[config.mk]
export PLATFORM = sky130hd
export DESIGN_NAME = booth_seq_mult_flat
export DESIGN_NICKNAME = d
export VERILOG_FILES = /design/src/rtl/booth_pkg.sv /design/src/rtl/booth_seq_mult_if.sv /design/src/rtl/booth.sv /design/src/rtl/booth_seq_mult.sv /design/src/flat_wrapper.sv
export SDC_FILE = /design/constraint.sdc
export NUM_CORES = 1
export LEC_CHECK = 0
export BUFFER_PORTS_ARGS = -buffer_cell sky130_fd_sc_hd__buf_4
export CORE_ASPECT_RATIO = 1.2
export CORE_UTILIZATION = 57
export CTS_BUF_LIST = sky130_fd_sc_hd__clkbuf_8
export DETAILED_ROUTE_END_ITERATION = 8
export PLACE_DENSITY_LB_ADDON = 0.05
export SYNTH_ARGS = -nofsm -noshare
export SYNTH_HDL_FRONTEND = slang
export SYNTH_SLANG_ARGS = --single-unit
[constraint.sdc]
create_clock -name clk -period 2.9 [get_ports clk]
set_clock_uncertainty 0.1 [all_clocks]
set_input_delay 0.58 -clock clk [delete_from_list [all_inputs] [get_ports clk]]
set_output_delay 0.58 -clock clk [all_outputs]
set_load 0.02 [all_outputs]
[src/rtl/booth_pkg.sv]
// Shared definitions for the sequential Booth multiplier.
//   DEF_N      : default operand width.
//   ST_*       : FSM state encodings (IDLE, RUN, DONE), also wrapped in state_e
//                so the debug state can be shown symbolically.
//   cnt_w(n)   : width of the step counter, clog2(n+1). The counter must hold
//                values 0..n.
package booth_pkg;

  localparam int DEF_N = 8;

  localparam logic [1:0] ST_IDLE = 2'd0;
  localparam logic [1:0] ST_RUN  = 2'd1;
  localparam logic [1:0] ST_DONE = 2'd2;

  typedef enum logic [1:0] {
    IDLE = ST_IDLE,
    RUN  = ST_RUN,
    DONE = ST_DONE
  } state_e;

  function automatic int cnt_w(input int n);
    return $clog2(n + 1);
  endfunction

endpackage

[src/rtl/booth_seq_mult_if.sv]
// Operand/result bus of the sequential Booth multiplier.
//   in_valid/in_ready         : operand handshake (source -> multiplier)
//   multiplicand/multiplier   : signed N-bit operands
//   out_valid/out_ready       : product handshake (multiplier -> consumer)
//   product                   : signed 2N-bit result
//   busy                      : high while an operation is in RUN or DONE
//   dbg_state                 : FSM state (booth_pkg::ST_* encoding)
//
// Handshake semantics (both channels): a transfer happens on a rising edge
// where valid and ready are both high. Once valid is raised, the sender holds
// valid and its data stable until that transfer. Ready never depends
// combinationally on valid, and valid never depends combinationally on ready.
interface booth_seq_mult_if #(parameter int N = 8);

  logic           in_valid;
  logic           in_ready;
  logic [N-1:0]   multiplicand;
  logic [N-1:0]   multiplier;
  logic           out_valid;
  logic           out_ready;
  logic [2*N-1:0] product;
  logic           busy;
  logic [1:0]     dbg_state;

  modport master (
    output in_valid, multiplicand, multiplier, out_ready,
    input  in_ready, out_valid, product, busy, dbg_state
  );

  modport slave (
    input  in_valid, multiplicand, multiplier, out_ready,
    output in_ready, out_valid, product, busy, dbg_state
  );

endinterface

[src/rtl/booth.sv]
// One combinational radix-2 Booth step on a W-bit accumulator.
//   a_i : accumulator A (W bits)
//   m_i : multiplicand M, already sign-extended to W bits
//   q_i : {multiplier Q, q(-1)} (W+1 bits)
//   a_o : A after add/subtract and arithmetic right shift
//   q_o : Q after the shift (receives the low bit of the updated A)
// Arithmetic is modulo 2^W.
module booth #(
  parameter int W = 9
) (
  input  logic [W-1:0] a_i,
  input  logic [W-1:0] m_i,
  input  logic [W:0]   q_i,
  output logic [W-1:0] a_o,
  output logic [W:0]   q_o
);

  logic [W-1:0] sum;

  always_comb begin
    // Q0,Q-1 = 01: end of a run of ones -> add M; 10: start of a run -> sub M.
    case (q_i[1:0])
      2'b01:   sum = a_i + m_i;
      2'b10:   sum = a_i - m_i;
      default: sum = a_i;
    endcase
    a_o = {sum[W-1], sum[W-1:1]};
    q_o = {sum[0], q_i[W:1]};
  end

endmodule

[src/rtl/booth_seq_mult.sv]
// Sequential signed multiplier controller. Accepts an N x N two's-complement
// operand pair, runs N+1 Booth steps on an (N+1)-bit datapath, and returns
// the 2N-bit signed product.
//   clk   : clock, rising edge
//   rst_n : synchronous active-low reset
//   bus   : booth_seq_mult_if slave modport (operand/product handshakes,
//           busy, debug state)
module booth_seq_mult
  import booth_pkg::*;
#(
  parameter int N = DEF_N
) (
  input  logic              clk,
  input  logic              rst_n,
  booth_seq_mult_if.slave   bus
);

  // One extra bit so that subtracting M = -2^(N-1) cannot overflow A.
  localparam int W  = N + 1;
  localparam int CW = cnt_w(N);

  logic [1:0]    state_q, state_d;
  logic [W-1:0]  a_q, a_d;
  logic [W-1:0]  m_q, m_d;
  logic [W:0]    q_q, q_d;
  logic [CW-1:0] cnt_q, cnt_d;

  logic [W-1:0]  step_a;
  logic [W:0]    step_q;
  logic          accept;
  logic          last_step;

  booth #(.W(W)) u_step (
    .a_i (a_q),
    .m_i (m_q),
    .q_i (q_q),
    .a_o (step_a),
    .q_o (step_q)
  );

  assign accept    = bus.in_valid && (state_q == ST_IDLE);
  assign last_step = (cnt_q == CW'(N));

  always_comb begin
    state_d = state_q;
    a_d     = a_q;
    m_d     = m_q;
    q_d     = q_q;
    cnt_d   = cnt_q;
    case (state_q)
      ST_IDLE: begin
        if (accept) begin
          state_d = ST_RUN;
          a_d     = '0;
          m_d     = {bus.multiplicand[N-1], bus.multiplicand};
          q_d     = {bus.multiplier[N-1], bus.multiplier, 1'b0};
          cnt_d   = '0;
        end
      end
      ST_RUN: begin
        a_d = step_a;
        q_d = step_q;
        // Counter stops at N so it never wraps; the step at count N is the last.
        if (last_step) state_d = ST_DONE;
        else           cnt_d   = cnt_q + 1'b1;
      end
      ST_DONE: begin
        if (bus.out_ready) state_d = ST_IDLE;
      end
      default: state_d = ST_IDLE;
    endcase
  end

  always_ff @(posedge clk) begin
    if (!rst_n) begin
      state_q <= ST_IDLE;
      a_q     <= '0;
      m_q     <= '0;
      q_q     <= '0;
      cnt_q   <= '0;
    end else begin
      state_q <= state_d;
      a_q     <= a_d;
      m_q     <= m_d;
      q_q     <= q_d;
      cnt_q   <= cnt_d;
    end
  end

  assign bus.in_ready  = (state_q == ST_IDLE);
  assign bus.out_valid = (state_q == ST_DONE);
  assign bus.busy      = (state_q == ST_RUN) || (state_q == ST_DONE);
  assign bus.dbg_state = state_q;
  // Low 2N bits of {A, Q[N+1:1]}; A and Q hold still in DONE, so the product
  // is stable until the output handshake.
  assign bus.product   = {a_q[N-2:0], q_q[W:1]};

endmodule

[src/flat_wrapper.sv]
// flat-port wrapper written by rule: the top's interface ports become plain ports
module booth_seq_mult_flat import booth_pkg::*;
#(
  parameter int N = DEF_N
)
  (clk, rst_n, bus_in_valid, bus_multiplicand, bus_multiplier, bus_out_ready, bus_in_ready, bus_out_valid, bus_product, bus_busy, bus_dbg_state);
  booth_seq_mult_if #(.N(N)) bus_i ();
  input  logic clk;
  input  logic rst_n;
  input wire logic [$bits(bus_i.in_valid)-1:0] bus_in_valid;
  input wire logic [$bits(bus_i.multiplicand)-1:0] bus_multiplicand;
  input wire logic [$bits(bus_i.multiplier)-1:0] bus_multiplier;
  input wire logic [$bits(bus_i.out_ready)-1:0] bus_out_ready;
  output wire logic [$bits(bus_i.in_ready)-1:0] bus_in_ready;
  output wire logic [$bits(bus_i.out_valid)-1:0] bus_out_valid;
  output wire logic [$bits(bus_i.product)-1:0] bus_product;
  output wire logic [$bits(bus_i.busy)-1:0] bus_busy;
  output wire logic [$bits(bus_i.dbg_state)-1:0] bus_dbg_state;
  assign bus_i.in_valid = bus_in_valid;
  assign bus_i.multiplicand = bus_multiplicand;
  assign bus_i.multiplier = bus_multiplier;
  assign bus_i.out_ready = bus_out_ready;
  assign bus_in_ready = bus_i.in_ready;
  assign bus_out_valid = bus_i.out_valid;
  assign bus_product = bus_i.product;
  assign bus_busy = bus_i.busy;
  assign bus_dbg_state = bus_i.dbg_state;
  booth_seq_mult #(.N(N)) u_core (.clk(clk), .rst_n(rst_n), .bus(bus_i));
endmodule
Yosys cells after proc, flatten, opt, wreduce, memory -nomap -nowiden
Cells that the tools add are included.
- muxes and demuxes: 12
- reductions and logical operators: 8
- equal/unequal tests: 9
- $add $sub $neg: 3
- operators with widths (operator ; number):
    9-bit one-hot mux with 2 select lines ; 2
    10-bit one-hot mux with 2 select lines ; 1
    10-bit two-way mux ; 1
    9-bit adder ; 1
    9-bit two-way mux ; 1
    9-bit subtractor ; 1
    4-bit two-way mux ; 2
    4-bit one-hot mux with 2 select lines ; 1
    2-bit two-way mux ; 3
    2-bit one-hot mux with 3 select lines ; 1
    3-bit AND reduction ; 2
    4-bit by 1-bit adder with 4-bit output, second input constant ; 1
    2-bit by 1-bit equality test with 1-bit output, second input constant ; 2
    2-bit equality test, second input constant ; 2
    4-bit equality test, second input constant ; 1
    2-bit by 1-bit inequality test with 1-bit output, second input constant ; 2
    2-bit inequality test, second input constant ; 2
    2-bit AND reduction ; 2
    2-bit zero test ; 1
    2-bit nonzero test ; 1
    1-bit logical AND ; 1
    1-bit logical OR ; 1
- output and inout bits: 21
- input bits: 20
- register bits after elaboration: 33
- word-level logic and storage cells: 37

Logic depth before layout (Yosys ltp)
- depth in word-level cells: 4
- gate-level depth with buffers: 11
- mapped depth without buffers: 10

Modules after synthesis
From an unflattened synthesis, not the netlist that was laid out.
- cell total of the unflattened synthesis: 275
- area, all modules: 2306.0 sq um
- by module, submodules not included (module ; cells an instance ; sequential area each (sq um) ; area an instance (sq um) ; instances):
    booth_seq_mult ; 172 ; 660.6 ; 1541.5 ; 1
    booth ; 103 ; 0.0 ; 764.5 ; 1

Worst setup path after synthesis
OpenSTA, ideal clock, no wires.
- path type: reg-to-reg
- start point: register u_core.q_q[1]
- end point: register u_core.a_q[4]
- stages on the path, launching flop included: 11
- path buffers: 1
- setup slack: 604 ps
- library setup time: 87 ps
- clock period less this slack: 2296 ps
- arrival time: 2109 ps
- data required time: 2713 ps
- path through: dfxtp_1 > ha_1 > buf_2 > mux2_2 > inv_1 > ha_1 > nor2b_1 > o211ai_1 > nand3b_1 > o21a_1 > o31ai_1
- cells in the longest elaborated chain, start to end: 3
- ends and longest elaborated chain (element ; RTL line ; RTL):
    from (decl) ; booth_seq_mult.sv:25 ; logic [W:0] q_q, q_d;
    from (signal assigned) ; booth_seq_mult.sv:85 ; q_q <= q_d;
    2-bit equality test / 2-bit by 1-bit equality test with 1-bit output (equally long branches) ; booth.sv:22 ; case (q_i[1:0])
    9-bit one-hot mux with 2 select lines (*) ; booth.sv:22 ;
    9-bit one-hot mux with 2 select lines (*) ; booth_seq_mult.sv:50 ; case (state_q)
    to (signal assigned) ; booth_seq_mult.sv:77 ; a_q <= '0;
    to (signal assigned) ; booth_seq_mult.sv:83 ; a_q <= a_d;
    to (decl) ; booth_seq_mult.sv:23 ; logic [W-1:0] a_q, a_d;
Mark *: on every way between the ends. The rest lies on a longest branch, timed or not.
A chain may end at the register's enable or synchronous reset.

Worst setup path in the final report
Same ends and word-level chain as after synthesis.

==> metrics.txt <==
RSZ-0062 raised after global routing=false; antenna-violating nets left=0; wire per inst=13.0 microns; Syn Inst Count=261; first-pass GRT wire length=7640 microns; Fmax=385 MHz; Non-Filler Instances=between 300 and 400; Post-synth ARST share=0%; clock insertion delay at the later pin of the skew report=0.29 ns; antenna cells=0; initial antenna violation count=0; drt via density=5.45; # IOs=41; Yosys reg bits=32; core area=3630 sq um; top_reg_cell synth=dfxtp_1; GRT Overall Usage=23.9%; CTS sink cnt=32; cell mode on critical path=ha_1; CTS Buf Count=5; hold crit path type=reg2reg; post-route design area=2480 sq um; drt first pass iters=4; Final Core Density=68.4%; dpl cell area=2370 sq um; Syn. warnings=0; Seq. cell area=approximately 640 sq um; Mean Syn Cell Area=8.25 sq um; Area growth syn-to-layout=15.4%; largest net degree at the start of global routing=33; vias in the first global route=1783; IO Port Bufs=40; htree depth=2; CP cell instances=ha_1 -> mux2_2 -> inv_1 -> ha_1 -> nor2b_1 -> o211ai_1 -> nand3b_1 -> o21a_1 -> o31ai_1; clk root buf=clkbuf_8; die height=69.3 microns; Vias=~1800; Post-synth EDFFs=0; Placer Congestion=0.916; Max Cap Viol=0; Worst Path Class, Setup=reg2reg; area of the multi-input gates=approximately 1300 sq um; Final Cycle Share=89.5%; setup TNS=0 ns; Die Wd=58.1 microns; initial drt markers=73; VDD IR max=0.000402 V; CP Capture Type=flop; CP Data Required Time=3.01 ns; synth unique cells=43; status=completed; CTS tree=yes; share of cells above drive strength 1=19.4%; Cells after DPL=328; Power Total=0.00150 W; Worst Path Max Fanout=10; filler cell count=311; PwrDens=604 nW/um^2; Rel. slew slack=55.2%; Final nets=319; syn nets=297; CP arrival=2.70 ns; num rows=24; highest-delay cell along the critical path=mux2_2; minimum clock period=2.60 ns; Initial Utilization=59.2%; Cell Area, Synth=between 2000 and 2500 sq um; DRC Markers=0; critical path startpoint category=flop; slew at the pin closest to its max-slew limit=0.667 ns; Clk pin slew, worst setup/hold paths=0.07 ns; static leakage=about 1.1 nW; Die ar.=roughly 4000 sq um; Max stage delay on crit path=0.41 ns; WL final=4360 microns; Hold Vio Cnt, Final=0; register area share after synthesis=29.8%; grt ovf=0; cts hold-fix bufs=0; max-slew violations=0; CTS Buffer Depth=2; Final setup viols=0; DP HPWL=3160 microns
==> state kept, by name (all words and copies together), names as in the netlist <==
name	cells
u_core.a_q	8
u_core.bus.dbg_state	2
u_core.q_q	10
u_core.m_q	8
u_core.cnt_q	4
==> layer usage <==
| metal | global-route usage (%) | share of wire (%) | wire (microns) |
|---|---|---|---|
| met5 | 0 | 0 | 0 |
| met4 | 9.52 | 2.0 | 85 |
| met3 | 4.48 | 4.8 | 209 |
| met2 | 38.8 | 48 | 2090 |
| met1 | 30.7 | 45 | 1970 |
==> through the flow <==
stage,hold slack (ns),worst slack (ns)
3_3_place_gp,0.398,0.372
3_5_place_dp,0.416,0.314
2_1_floorplan,0.368,0.604
5_1_grt,0.447,0.0927
4_1_cts,0.425,0.296
6_report,0.416,0.304
==> cells in the final DEF (no fill, tap or decap), drive strengths merged, types with 4 or more instances in the layout <==
cell,n
o211a,8
buf,43
o21a,4
nor2,12
nor2b,6
and2,4
a21oi,7
nand3,5
a32o,4
nand2,41
clkbuf,5
ha,15
mux2i,9
a21boi,11
dfxtp,32
inv,15
nor3,5
o31ai,4
o21ai,14
xnor2,8
==> synth_stat cells, types with 2 or more instances <==
cell,count,area (sq um)
nand2_1,41,154
dfxtp_1,32,641
buf_4,16,120
ha_1,15,188
inv_1,15,56.3
o21ai_0,13,65.1
nor2_1,12,45.0
a21boi_0,11,82.6
mux2i_1,9,90.1
o211a_1,8,80.1
xnor2_1,8,70.1
a21oi_1,7,35.0
buf_2,6,30.0
clkbuf_1,6,22.5
nor2b_1,6,37.5
nand3_1,5,25.0
nor3_1,5,25.0
a32o_1,4,40.0
and2_1,4,25.0
o21a_1,4,30.0
o31ai_1,4,30.0
a31oi_1,3,18.8
xor2_1,3,26.3
a211oi_1,2,15.0
a22oi_1,2,15.0
nand2b_1,2,12.5
nand4_1,2,12.5
==> logic make-up after synthesis <==
kind of cell,Yosys count,synth area share (%)
mux,10,4.71
buf+inv,43,10.6
xor+xnor,11,4.48
flops,32,29.8
fa+ha+maj,16,9.65
compound gates,67,22.7
simple gates,82,18.1
==> power breakdown <==
part / internal, W / switching [W] / total (W)
combinational: 0.000250 / 0.000301 / 0.000551
sequential: 0.000478 / 0.0000401 / 0.000518
clock: 0.000254 / 0.000178 / 0.000432
total: 0.000982 / 0.000519 / 0.00150
==> area by class of cell <==
| class | count | share of cell area (%) |
|---|---|---|
| multi-input combinational | 186 | 51.8 |
| sequential | 32 | 25.8 |
| timing repair buffer | 43 | 13.0 |
| clock buffer | 5 | 2.77 |
| tap | 52 | 2.62 |
| inverter | 15 | 2.27 |
| clock inverter | 3 | 1.71 |
==> repair_timing <==
action / 4_1_cts / 5_1_grt
resized for setup: 0 / 1
endpoints found under the setup margin: 0 / 1
buffers inserted: 0 / 0
==> worst max-delay path, delay by kind of cell (launching register included) <==
kind / cells / cell delay (ns)
AOI/OAI and AO/OA: 3 / 0.67
adders and majority gates: 2 / 0.59
buffers and inverters: 1 / 0.06
DFF: 1 / 0.39
muxes: 1 / 0.41
and+or+nand+nor: 2 / 0.27
==> final timing paths <==
check                 from             to  slack, ns  cells past startpoint
max          u_core.q_q[1]  u_core.a_q[4]       0.30                      9
min          u_core.a_q[0]  u_core.a_q[0]       0.42                      2
max reg2reg  u_core.q_q[1]  u_core.a_q[4]       0.30                      9
min reg2reg  u_core.a_q[0]  u_core.a_q[0]       0.42                      2
Power figures use the tool's default switching activity.
